--- config.mk ---
export PLATFORM = sky130hd
export DESIGN_NAME = up_counter_sequencer
export DESIGN_NICKNAME = d
export VERILOG_FILES = /design/src/rtl/up_counter_sequencer.sv
export SDC_FILE = /design/constraint.sdc
export NUM_CORES = 1
export LEC_CHECK = 0
export BUFFER_PORTS_ARGS = -buffer_cell sky130_fd_sc_hd__buf_2
export CORE_MARGIN = 1
export CORE_UTILIZATION = 33
export CTS_BUF_LIST = sky130_fd_sc_hd__clkbuf_8 sky130_fd_sc_hd__clkbuf_16
export CTS_CLUSTER_DIAMETER = 40
export DETAILED_ROUTE_END_ITERATION = 8
export PLACE_DENSITY = 0.59
export SYNTH_ARGS = -nofsm -noshare
export SYNTH_HDL_FRONTEND = slang
export SYNTH_SLANG_ARGS = --single-unit
export TNS_END_PERCENT = 20
--- constraint.sdc ---
create_clock -name clk -period 6.4 [get_ports clk]
set_clock_uncertainty 0.05 [all_clocks]
set_input_delay 1.92 -clock clk [delete_from_list [all_inputs] [get_ports clk]]
set_output_delay 1.92 -clock clk [all_outputs]
set_load 0.1 [all_outputs]
--- src/rtl/up_counter_sequencer.sv ---
// up_counter_sequencer: sequences a prescaled up-count from a configuration
// handshake and start/pause/stop commands. It supports one-shot and periodic modes.
// Optional build macro SEQ_WRAP_COUNT_EN adds the wrap_cnt output, a saturating
// count of periodic-mode terminal counts.
module up_counter_sequencer #(
   parameter int unsigned WIDTH = 4,
   parameter int unsigned PRE_W = 4
) (
   input  logic             clk,
   input  logic             rst,
   input  logic             cfg_valid,
   output logic             cfg_ready,
   input  logic [WIDTH-1:0] cfg_limit,
   input  logic [PRE_W-1:0] cfg_prescale,
   input  logic             cfg_periodic,
   input  logic             start,
   input  logic             pause,
   input  logic             stop,
   output logic [WIDTH-1:0] count,
   output logic             step,
   output logic             tc,
   output logic             busy,
   output logic             done
`ifdef SEQ_WRAP_COUNT_EN
   ,
   output logic [7:0]       wrap_cnt
`endif
);

   typedef enum logic [2:0] {
      S_IDLE  = 3'd0,
      S_ARM   = 3'd1,
      S_RUN   = 3'd2,
      S_PAUSE = 3'd3,
      S_DONE  = 3'd4
   } state_t;

   state_t           state_q, state_d;
   logic [WIDTH-1:0] count_q, count_d;
   logic [PRE_W-1:0] presc_q, presc_d;
   logic [WIDTH-1:0] limit_q;
   logic [PRE_W-1:0] prescale_q;
   logic             periodic_q;
   logic             step_q, step_d;
   logic             tc_q, tc_d;
   logic             busy_q, busy_d;
   logic             done_q, done_d;
   logic             cfg_ready_q, cfg_ready_d;
   logic             cfg_hs;

   assign cfg_hs = cfg_valid & cfg_ready_q;

   // Next-state, datapath and status decode; stop beats pause beats step.
   always_comb begin
      state_d = state_q;
      count_d = count_q;
      presc_d = presc_q;
      step_d  = 1'b0;
      tc_d    = 1'b0;

      case (state_q)
         S_IDLE, S_DONE: begin
            if (start) begin
               state_d = S_ARM;
            end
         end
         S_ARM: begin
            count_d = '0;
            presc_d = '0;
            state_d = stop ? S_IDLE : S_RUN;
         end
         S_RUN: begin
            if (stop) begin
               state_d = S_IDLE;
               count_d = '0;
               presc_d = '0;
            end else if (pause) begin
               state_d = S_PAUSE;
            end else if (presc_q == prescale_q) begin
               presc_d = '0;
               step_d  = 1'b1;
               if (count_q == limit_q) begin
                  tc_d = 1'b1;
                  if (periodic_q) begin
                     count_d = '0;
                  end else begin
                     state_d = S_DONE;
                  end
               end else begin
                  count_d = WIDTH'(count_q + WIDTH'(1));
               end
            end else begin
               presc_d = PRE_W'(presc_q + PRE_W'(1));
            end
         end
         S_PAUSE: begin
            if (stop) begin
               state_d = S_IDLE;
               count_d = '0;
               presc_d = '0;
            end else if (!pause) begin
               state_d = S_RUN;
            end
         end
         default: begin
            state_d = S_IDLE;
            count_d = '0;
            presc_d = '0;
         end
      endcase

      busy_d      = (state_d == S_ARM) || (state_d == S_RUN) || (state_d == S_PAUSE);
      cfg_ready_d = (state_d == S_IDLE) || (state_d == S_DONE);
      // done follows one cycle behind DONE entry and drops as soon as DONE is left
      done_d      = (state_q == S_DONE) && (state_d == S_DONE);
   end

   // State, datapath, latched configuration and registered status outputs.
   always_ff @(posedge clk) begin
      if (rst) begin
         state_q     <= S_IDLE;
         count_q     <= '0;
         presc_q     <= '0;
         limit_q     <= '1;
         prescale_q  <= '0;
         periodic_q  <= 1'b0;
         step_q      <= 1'b0;
         tc_q        <= 1'b0;
         busy_q      <= 1'b0;
         done_q      <= 1'b0;
         cfg_ready_q <= 1'b1;
      end else begin
         state_q     <= state_d;
         count_q     <= count_d;
         presc_q     <= presc_d;
         step_q      <= step_d;
         tc_q        <= tc_d;
         busy_q      <= busy_d;
         done_q      <= done_d;
         cfg_ready_q <= cfg_ready_d;
         if (cfg_hs) begin
            limit_q    <= cfg_limit;
            prescale_q <= cfg_prescale;
            periodic_q <= cfg_periodic;
         end
      end
   end

   assign count     = count_q;
   assign step      = step_q;
   assign tc        = tc_q;
   assign busy      = busy_q;
   assign done      = done_q;
   assign cfg_ready = cfg_ready_q;

`ifdef SEQ_WRAP_COUNT_EN
   localparam int unsigned WRAP_W = 8;

   logic [WRAP_W-1:0] wrap_q, wrap_d;

   // Saturating count of periodic terminal counts, cleared on each arm.
   always_comb begin
      wrap_d = wrap_q;
      if ((state_d == S_ARM) && (state_q != S_ARM)) begin
         wrap_d = '0;
      end else if (tc_d && periodic_q && (wrap_q != '1)) begin
         wrap_d = WRAP_W'(wrap_q + WRAP_W'(1));
      end
   end

   // Wrap counter register.
   always_ff @(posedge clk) begin
      if (rst) begin
         wrap_q <= '0;
      end else begin
         wrap_q <= wrap_d;
      end
   end

   assign wrap_cnt = wrap_q;
`else
   // Wrap counter not present in this build.
`endif

endmodule

==> results.py, run 1 <==
metrics = {
    "status": {
        "outcome": "complete, no violations",
    },
    "worst_setup_path": {
        "critPathArrivalTime_ns": 3.46,
        "ff2ff_setup_slack_ns": 4.44,
        "cp_max_fo": 5,
        "slowest_delay_ns": 0.40,
        "endpoint_kind": "flip-flop",
        "worstPathRequired_ns": 6.49,
        "worstSetupPathType": "in -> reg",
        "path_cells": "buf_2, or2_2, a31oi_1, or2_2, a21boi_0, nor2_1",
        "r2r-end": "count[3]$_SDFFE_PP0P_",
        "r2r_start": "state_q[2]$_SDFF_PP0_",
        "r2r_cells": 5,
        "crit_top_cell": "or2_2",
        "slowest_stage": "a31oi_1",
        "start_kind": "input port",
    },
    "clock_tree": {
        "htreeDepth": 1,
        "cts_buffers": 3,
        "clk_latency_ns": 0.26,
        "post_cts_buffers": 0,
        "root_buffer": "clkbuf_8",
        "cts_buffer_depth": 2,
        "clkTransAtPathRegs_ns": 0.08,
        "clock_sinks": 25,
        "ctsHoldBuffers": 0,
        "cts_resized": 0,
        "cts_tree": "yes",
    },
    "sta": {
        "rsz0062_at_grt": "false",
        "tightest_slew_ns": 0.485,
        "fmax_ghz": 0.297,
        "setup_violations": 0,
        "setup_tns_ns": 0,
        "slew_headroom_pct": 67.9,
        "fin_crit_sh_pct": 52.6,
        "whs_ns": 0.426,
        "finalHoldViolCount": 0,
        "fin_crit_ns": 3.37,
        "report.final.slew_viol_count": 0,
    },
    "cells_and_area": {
        "syn_to_final_growth_pct": 19.1,
        "multi_input_area_um2": 584,
        "fin_nets": 163,
        "antenna_cells": 0,
        "seqCellArea_um2": 500,
        "nFillCells": 333,
        "layout-drive-gt1-share_pct": 23.4,
    },
    "power": {
        "p_leak_nw": 0.549,
        "p_switching_mw": 0.0830,
        "combPwrFrac_pct": 14.8,
        "intPower_mw": 0.221,
        "p_seq_share_pct": 55.1,
        "powerDensity_nw_per_um2": 233,
        "ir_drop_mv": 0.0958,
        "total_power_mw": 0.304,
        "pwr-share-clk_pct": 30.1,
        "swShare_pct": 27.3,
    },
    "synthesis": {
        "ys_types": 33,
        "synthCells": 120,
        "synth_top_area_share_pct": 45.7,
        "ys_seq_area_share_pct": 45.7,
        "synth_area_leader_cell": "dfxtp_1",
        "ys.warnings.count": 0,
        "syn_area_um2": 1100,
        "ys_ff_latch": 25,
        "ys_async_sr_fraction_pct": 0,
        "syn_area_per_cell_um2": 9.13,
        "synth.area.top_cells": "dfxtp_1, nand2_1, xor2_1",
        "yosysMostFrequentCell": "dfxtp_1",
        "ys.flop_type": "dfxtp_1",
        "synth_edf_count": 0,
        "yosys-top-cells-count": "dfxtp_1, nand2_1, nor2_1",
        "synth_nets": 137,
    },
    "grt": {
        "overflow": 0,
        "antenna_found_initial": 0,
        "grt_start_max_net_pins": 18,
        "first_global_vias": 831,
        "grt_use_total_pct": 14.1,
        "grt_pass1_wl_um": 3750,
    },
    "detailed_routing": {
        "ant_nets": 0,
        "post_drt_via_cell_ratio": 4.72,
        "vias": 893,
        "drt-pass1-iter-count": 5,
        "drc": 0,
        "drt_iter0_markers": 37,
        "wire_per_inst_um": 11.2,
        "wl_um": 2120,
    },
    "floorplanning": {
        "dieArea_um2": 3560,
        "io_pins": 24,
        "die_h_um": 59.6,
        "initial_core_util_pct": 35.3,
        "coreArea_um2": 3100,
        "fp-row-count": 20,
        "chipWidth_um": 59.6,
    },
    "place": {
        "dp_hpwl_um": 1630,
        "place.gp.congestion": 0.800,
        "port-buffer-count": 23,
    },
    "hold_path": {
        "hold_depth": 2,
        "hp-class": "reg -> reg",
        "min_from": "prescale_q[2]$_SDFFE_PP0P_",
        "worstHoldEndpoint": "prescale_q[2]$_SDFFE_PP0P_",
    },
    "run": {
        "drv_cap": 0,
    },
}
[power by group through the flow]
stage                     registers, mW  clock network (mW)  logic [mW]
final                             0.167              0.0915      0.0451
after global routing              0.169               0.102      0.0500
after CTS                         0.168              0.0948      0.0453
after detailed placement          0.171                   0      0.0453
after global placement            0.171                   0      0.0446
after floorplan                   0.179                   0      0.0255
[logic make-up (layout without fill, tap and decap cells)]
family / count (synthesis) / count (layout) / share of synthesized area [%]
flip-flops: 25 / 25 / 45.7
XOR/XNOR: 11 / 11 / 8.79
AND/OR/NAND/NOR: 58 / 58 / 28.1
multiplexers: 1 / 1 / 0.913
buffers and inverters: 3 / 28 / 1.03
AO/OA/AOI/OAI: 20 / 20 / 13.2
adder cells (fa/ha/maj): 2 / 2 / 2.28
[layout make-up]
cell class | count | area share (%)
Tap cell | 44 | 4.22
Timing Repair Buffer | 23 | 8.82
Clock buffer | 3 | 3.16
Multi-Input combinational cell | 92 | 44.8
Sequential cell | 25 | 38.4
Clock inverter | 1 | 0.384
Inverter | 1 | 0.288
[cells in the final DEF, fill, tap and decap left out, types with 2 or more instances in the layout]
cell type and count:
a31oi_1 3, dfxtp_1 25, nor2b_1 2, xnor2_1 5, nor2_1 12, xor2_1 6, and2_1 2, a22o_1 2
clkbuf_8 3, a21oi_1 7, a21boi_0 2, nand2_1 21, or2_2 3, nand4_1 2, buf_2 23, ha_1 2
nand3b_1 4, nor3_1 4
[layer usage]
layer / share of wire (%) / track usage, % / vias to the layer above
met4: 0 / 6.98 / 0
met5: 0 / 0 / -
met1: 49 / 20.0 / 402
li1: - / - / 468
met3: 4.3 / 2.62 / 0
met2: 46 / 20.2 / 23
[critical path, delay by kind of cell]
family / cells / cell delay, ns
AOI/OAI and AO/OA: 2 / 0.78
and+or+nand+nor: 3 / 0.63
buffers and inverters: 1 / 0.12
[how the worst max path moves through the flow]
stage	from	to	slack (ns)	cells after the start
2_1_floorplan	pause	presc_q[0]$_SDFFE_PP0P_	3.05	5
3_3_place_gp	pause	presc_q[3]$_SDFFE_PP0P_	2.78	6
3_5_place_dp	pause	presc_q[1]$_SDFFE_PP0P_	2.75	6
4_1_cts	pause	presc_q[1]$_SDFFE_PP0P_	3.04	6
5_1_grt	pause	presc_q[2]$_SDFFE_PP0P_	2.86	6
6_report	pause	presc_q[1]$_SDFFE_PP0P_	3.03	6
[flip-flops by register name, indices dropped and copies added, names as in the netlist]
register,count
prescale_q,4
count,4
busy,1
periodic_q,1
done,1
step,1
presc_q,4
limit_q,4
cfg_ready,1
state_q,3
tc,1
[metrics by stage]
step	cells	setup WS, ns	utilization [%]	instance area (µm²)
after global routing	189	2.86	42.1	1310
after CTS	189	3.04	42.1	1310
after global placement	185	2.78	40.6	1260
after floorplan	120	3.05	-	1100
final	189	3.03	42.1	1310
after detailed placement	185	2.75	40.6	1260
Note: power is estimated with default switching activity, not from simulation.
==> run 2, diff against run 1 <==
--- a/config.mk
+++ b/config.mk
@@ -5,13 +5,14 @@
 export SDC_FILE = /design/constraint.sdc
 export NUM_CORES = 1
 export LEC_CHECK = 0
+export ABC_AREA = 1
 export BUFFER_PORTS_ARGS = -buffer_cell sky130_fd_sc_hd__buf_2
 export CORE_MARGIN = 1
 export CORE_UTILIZATION = 33
 export CTS_BUF_LIST = sky130_fd_sc_hd__clkbuf_8 sky130_fd_sc_hd__clkbuf_16
 export CTS_CLUSTER_DIAMETER = 40
 export DETAILED_ROUTE_END_ITERATION = 8
-export PLACE_DENSITY = 0.59
+export PLACE_DENSITY = 0.58
 export SYNTH_ARGS = -nofsm -noshare
 export SYNTH_HDL_FRONTEND = slang
 export SYNTH_SLANG_ARGS = --single-unit
==> constraint.sdc (replaced) <==
create_clock -name clk -period 3.3 [get_ports clk]
set_clock_uncertainty 0.05 [all_clocks]
set_input_delay 0.99 -clock clk [delete_from_list [all_inputs] [get_ports clk]]
set_output_delay 0.99 -clock clk [all_outputs]
set_load 0.1 [all_outputs]
==> run 2 against run 1 <==
First-iteration DRC count fell by 30%. Area after synthesis up 24%. Via count up 23%. Clock power increased by 98%. Total power is 120% higher. Non-clock buffer count is the same. Critical path depth shrank 5. Sequential power increased by 99%. Worst setup slack worse by 2.0 ns. Final cell count rose by 32%. Routed wire length up 19%. Global-route usage down 1.3 points. Critical endpoint is now count[2]. Largest power group unchanged.
==> results.py, run 2 <==
metrics = {
    "floorplanning": {
        "die_h_um": 66.1,
        "dieArea_um2": 4370,
        "initial_core_util_pct": 35.7,
        "fp-row-count": 22,
        "io_pins": 24,
        "coreArea_um2": 3800,
        "chipWidth_um": 66.1,
    },
    "grt": {
        "grt-busiest-layer": "met2",
        "use_met2_pct": 20.0,
        "grt_pass1_wl_um": 4210,
        "grt_use_total_pct": 12.8,
        "first_global_vias": 960,
        "grt_start_max_net_pins": 15,
        "overflow": 0,
        "met3_usage_pct": 4.14,
        "grt_util_met1_pct": 16.8,
        "antenna_found_initial": 0,
    },
    "synthesis": {
        "ys.flop_type": "dfxtp_1",
        "ys_ff_latch": 25,
        "synth_nets": 194,
        "syn_area_per_cell_um2": 7.66,
        "synthCells": 177,
        "ys_async_sr_fraction_pct": 0,
        "synth_top_area_share_pct": 36.9,
        "yosys-top-cells-count": "nand2_1, dfxtp_1, inv_1",
        "ys_types": 34,
        "yosysMostFrequentCell": "nand2_1",
        "synth_area_leader_cell": "dfxtp_1",
        "synth.area.top_cells": "dfxtp_1, nand2_1, inv_1",
        "synth_edf_count": 0,
        "ys_seq_area_share_pct": 36.9,
        "ys.warnings.count": 0,
        "syn_area_um2": 1360,
    },
    "power": {
        "intPower_mw": 0.449,
        "ir_drop_mv": 0.321,
        "swShare_pct": 31.9,
        "pwr-share-clk_pct": 27.5,
        "p_leak_nw": 0.709,
        "powerDensity_nw_per_um2": 421,
        "total_power_mw": 0.659,
        "combPwrFrac_pct": 22.0,
        "p_seq_share_pct": 50.5,
        "p_switching_mw": 0.210,
    },
    "cells_and_area": {
        "layout-drive-gt1-share_pct": 32.3,
        "antenna_cells": 0,
        "nFillCells": 399,
        "layout_common_cells": "nand2_1, dfxtp_1, buf_2",
        "finalInstanceArea_um2": 1560,
        "mostFrequentLayoutCell": "nand2_1",
        "fin_util_pct": 41.1,
        "syn_to_final_growth_pct": 15.3,
        "fin_nets": 219,
    },
    "clock_tree": {
        "cts_tree": "yes",
        "cts_resized": 0,
        "clk_latency_ns": 0.27,
        "clkTransAtPathRegs_ns": 0.09,
        "clock_sinks": 25,
        "root_buffer": "clkbuf_8",
        "post_cts_buffers": 0,
        "cts_buffers": 3,
        "ctsHoldBuffers": 0,
        "cts_buffer_depth": 2,
        "htreeDepth": 1,
    },
    "detailed_routing": {
        "post_drt_via_cell_ratio": 4.41,
        "drt-pass1-iter-count": 4,
        "ant_nets": 0,
        "wl_um": 2530,
        "vias": 1097,
        "drc": 0,
        "wire_per_inst_um": 10.2,
        "drt_iter0_markers": 26,
    },
    "place": {
        "dp_hpwl_um": 1950,
        "port-buffer-count": 23,
        "place.gp.congestion": 0.763,
        "placed_area_um2": 1520,
    },
    "worst_setup_path": {
        "slowest_stage": "buf_2",
        "critPathArrivalTime_ns": 1.22,
        "endpoint_kind": "output pin",
        "r2r_cells": 9,
        "ff2ff_setup_slack_ns": 1.82,
        "worstPathRequired_ns": 2.26,
        "slowest_delay_ns": 0.48,
        "r2r_start": "count[2]$_SDFFE_PP0P_",
        "cpLargestDelayFamily": "buffers and inverters",
        "start_kind": "flip-flop",
        "worstSetupPathType": "reg -> out",
        "r2r-end": "busy$_SDFF_PP0_",
        "path_cells": "buf_2",
        "cp_max_fo": 6,
        "cp_num_buf_inv": 1,
    },
    "sta": {
        "report.final.slew_viol_count": 0,
        "setup_tns_ns": 0,
        "rsz0062_at_grt": "false",
        "setup_violations": 0,
        "finalHoldViolCount": 0,
        "slew_headroom_pct": 67.8,
        "fin_crit_ns": 2.26,
        "tightest_slew_ns": 0.486,
        "fmax_ghz": 0.443,
        "fin_crit_sh_pct": 68.4,
    },
    "hold_path": {
        "hold_depth": 2,
        "hp-class": "reg -> reg",
        "min_from": "prescale_q[0]$_SDFFE_PP0P_",
        "worstHoldEndpoint": "prescale_q[0]$_SDFFE_PP0P_",
    },
    "status": {
        "outcome": "complete, no violations",
    },
    "run": {
        "drv_cap": 0,
    },
}
run 2: metal layers:
layer / part of all wire (%) / wire length, µm / vias up
met5: 0 / 0 / -
met4: 0.67 / 17 / 0
met3: 5.1 / 128 / 2
met2: 43 / 1090 / 18
met1: 51 / 1290 / 460
li1: - / - / 617
run 2: cell type report:
type                    count  area, µm²  share of cell area (%)
clock buffers               3       41.3                    2.64
flip-flops and latches     25        500                    32.0
repair buffers             23        115                    7.37
well taps                  48       60.1                    3.84
inverters                  28        110                    7.05
clock inverters             1       5.00                   0.320
multi-input cells         121        731                    46.8
run 2: worst max path at each step:
stage | from | end | slack, ns | cells after the start
CTS | count[2]$_SDFFE_PP0P_ | count[2] | 1.03 | 1
global route | count[2]$_SDFFE_PP0P_ | count[2] | 0.98 | 1
floorplan | count[2]$_SDFFE_PP0P_ | count[2] | 1.24 | 0
detailed placement | stop | count[3]$_SDFFE_PP0P_ | 1.18 | 8
global placement | stop | presc_q[2]$_SDFFE_PP0P_ | 1.20 | 8
finish | count[2]$_SDFFE_PP0P_ | count[2] | 1.04 | 1
run 2: logic make-up after synthesis:
family,after synthesis,synth area share [%]
and+or+nand+nor,92,38.0
DFF,25,36.9
AOI/OAI and AO/OA,23,11.4
xor gates and xnor gates,4,2.59
buffers and inverters,31,9.14
adders and majority gates,2,1.85
run 2: power by group through the flow:
stage | registers [mW] | clock network, mW | logic (mW)
finish | 0.333 | 0.181 | 0.145
CTS | 0.333 | 0.194 | 0.146
global route | 0.336 | 0.210 | 0.159
detailed placement | 0.340 | 0 | 0.146
floorplan | 0.364 | 0 | 0.0925
global placement | 0.340 | 0 | 0.146
run 2: per-stage QoR:
stage | setup slack, ns | instances | hold slack, ns
floorplan | 1.24 | 177 | 0.393
global placement | 1.20 | 245 | 0.411
detailed placement | 1.18 | 245 | 0.419
CTS | 1.03 | 249 | 0.434
global route | 0.977 | 249 | 0.455
finish | 1.04 | 249 | 0.431
run 2: tightest hold or removal path, delay by kind of cell (launching register included):
family	cells	cell delay (ns)
DFF	1	0.32
buffers and inverters	1	0.07
AOI/OAI and AO/OA	1	0.06
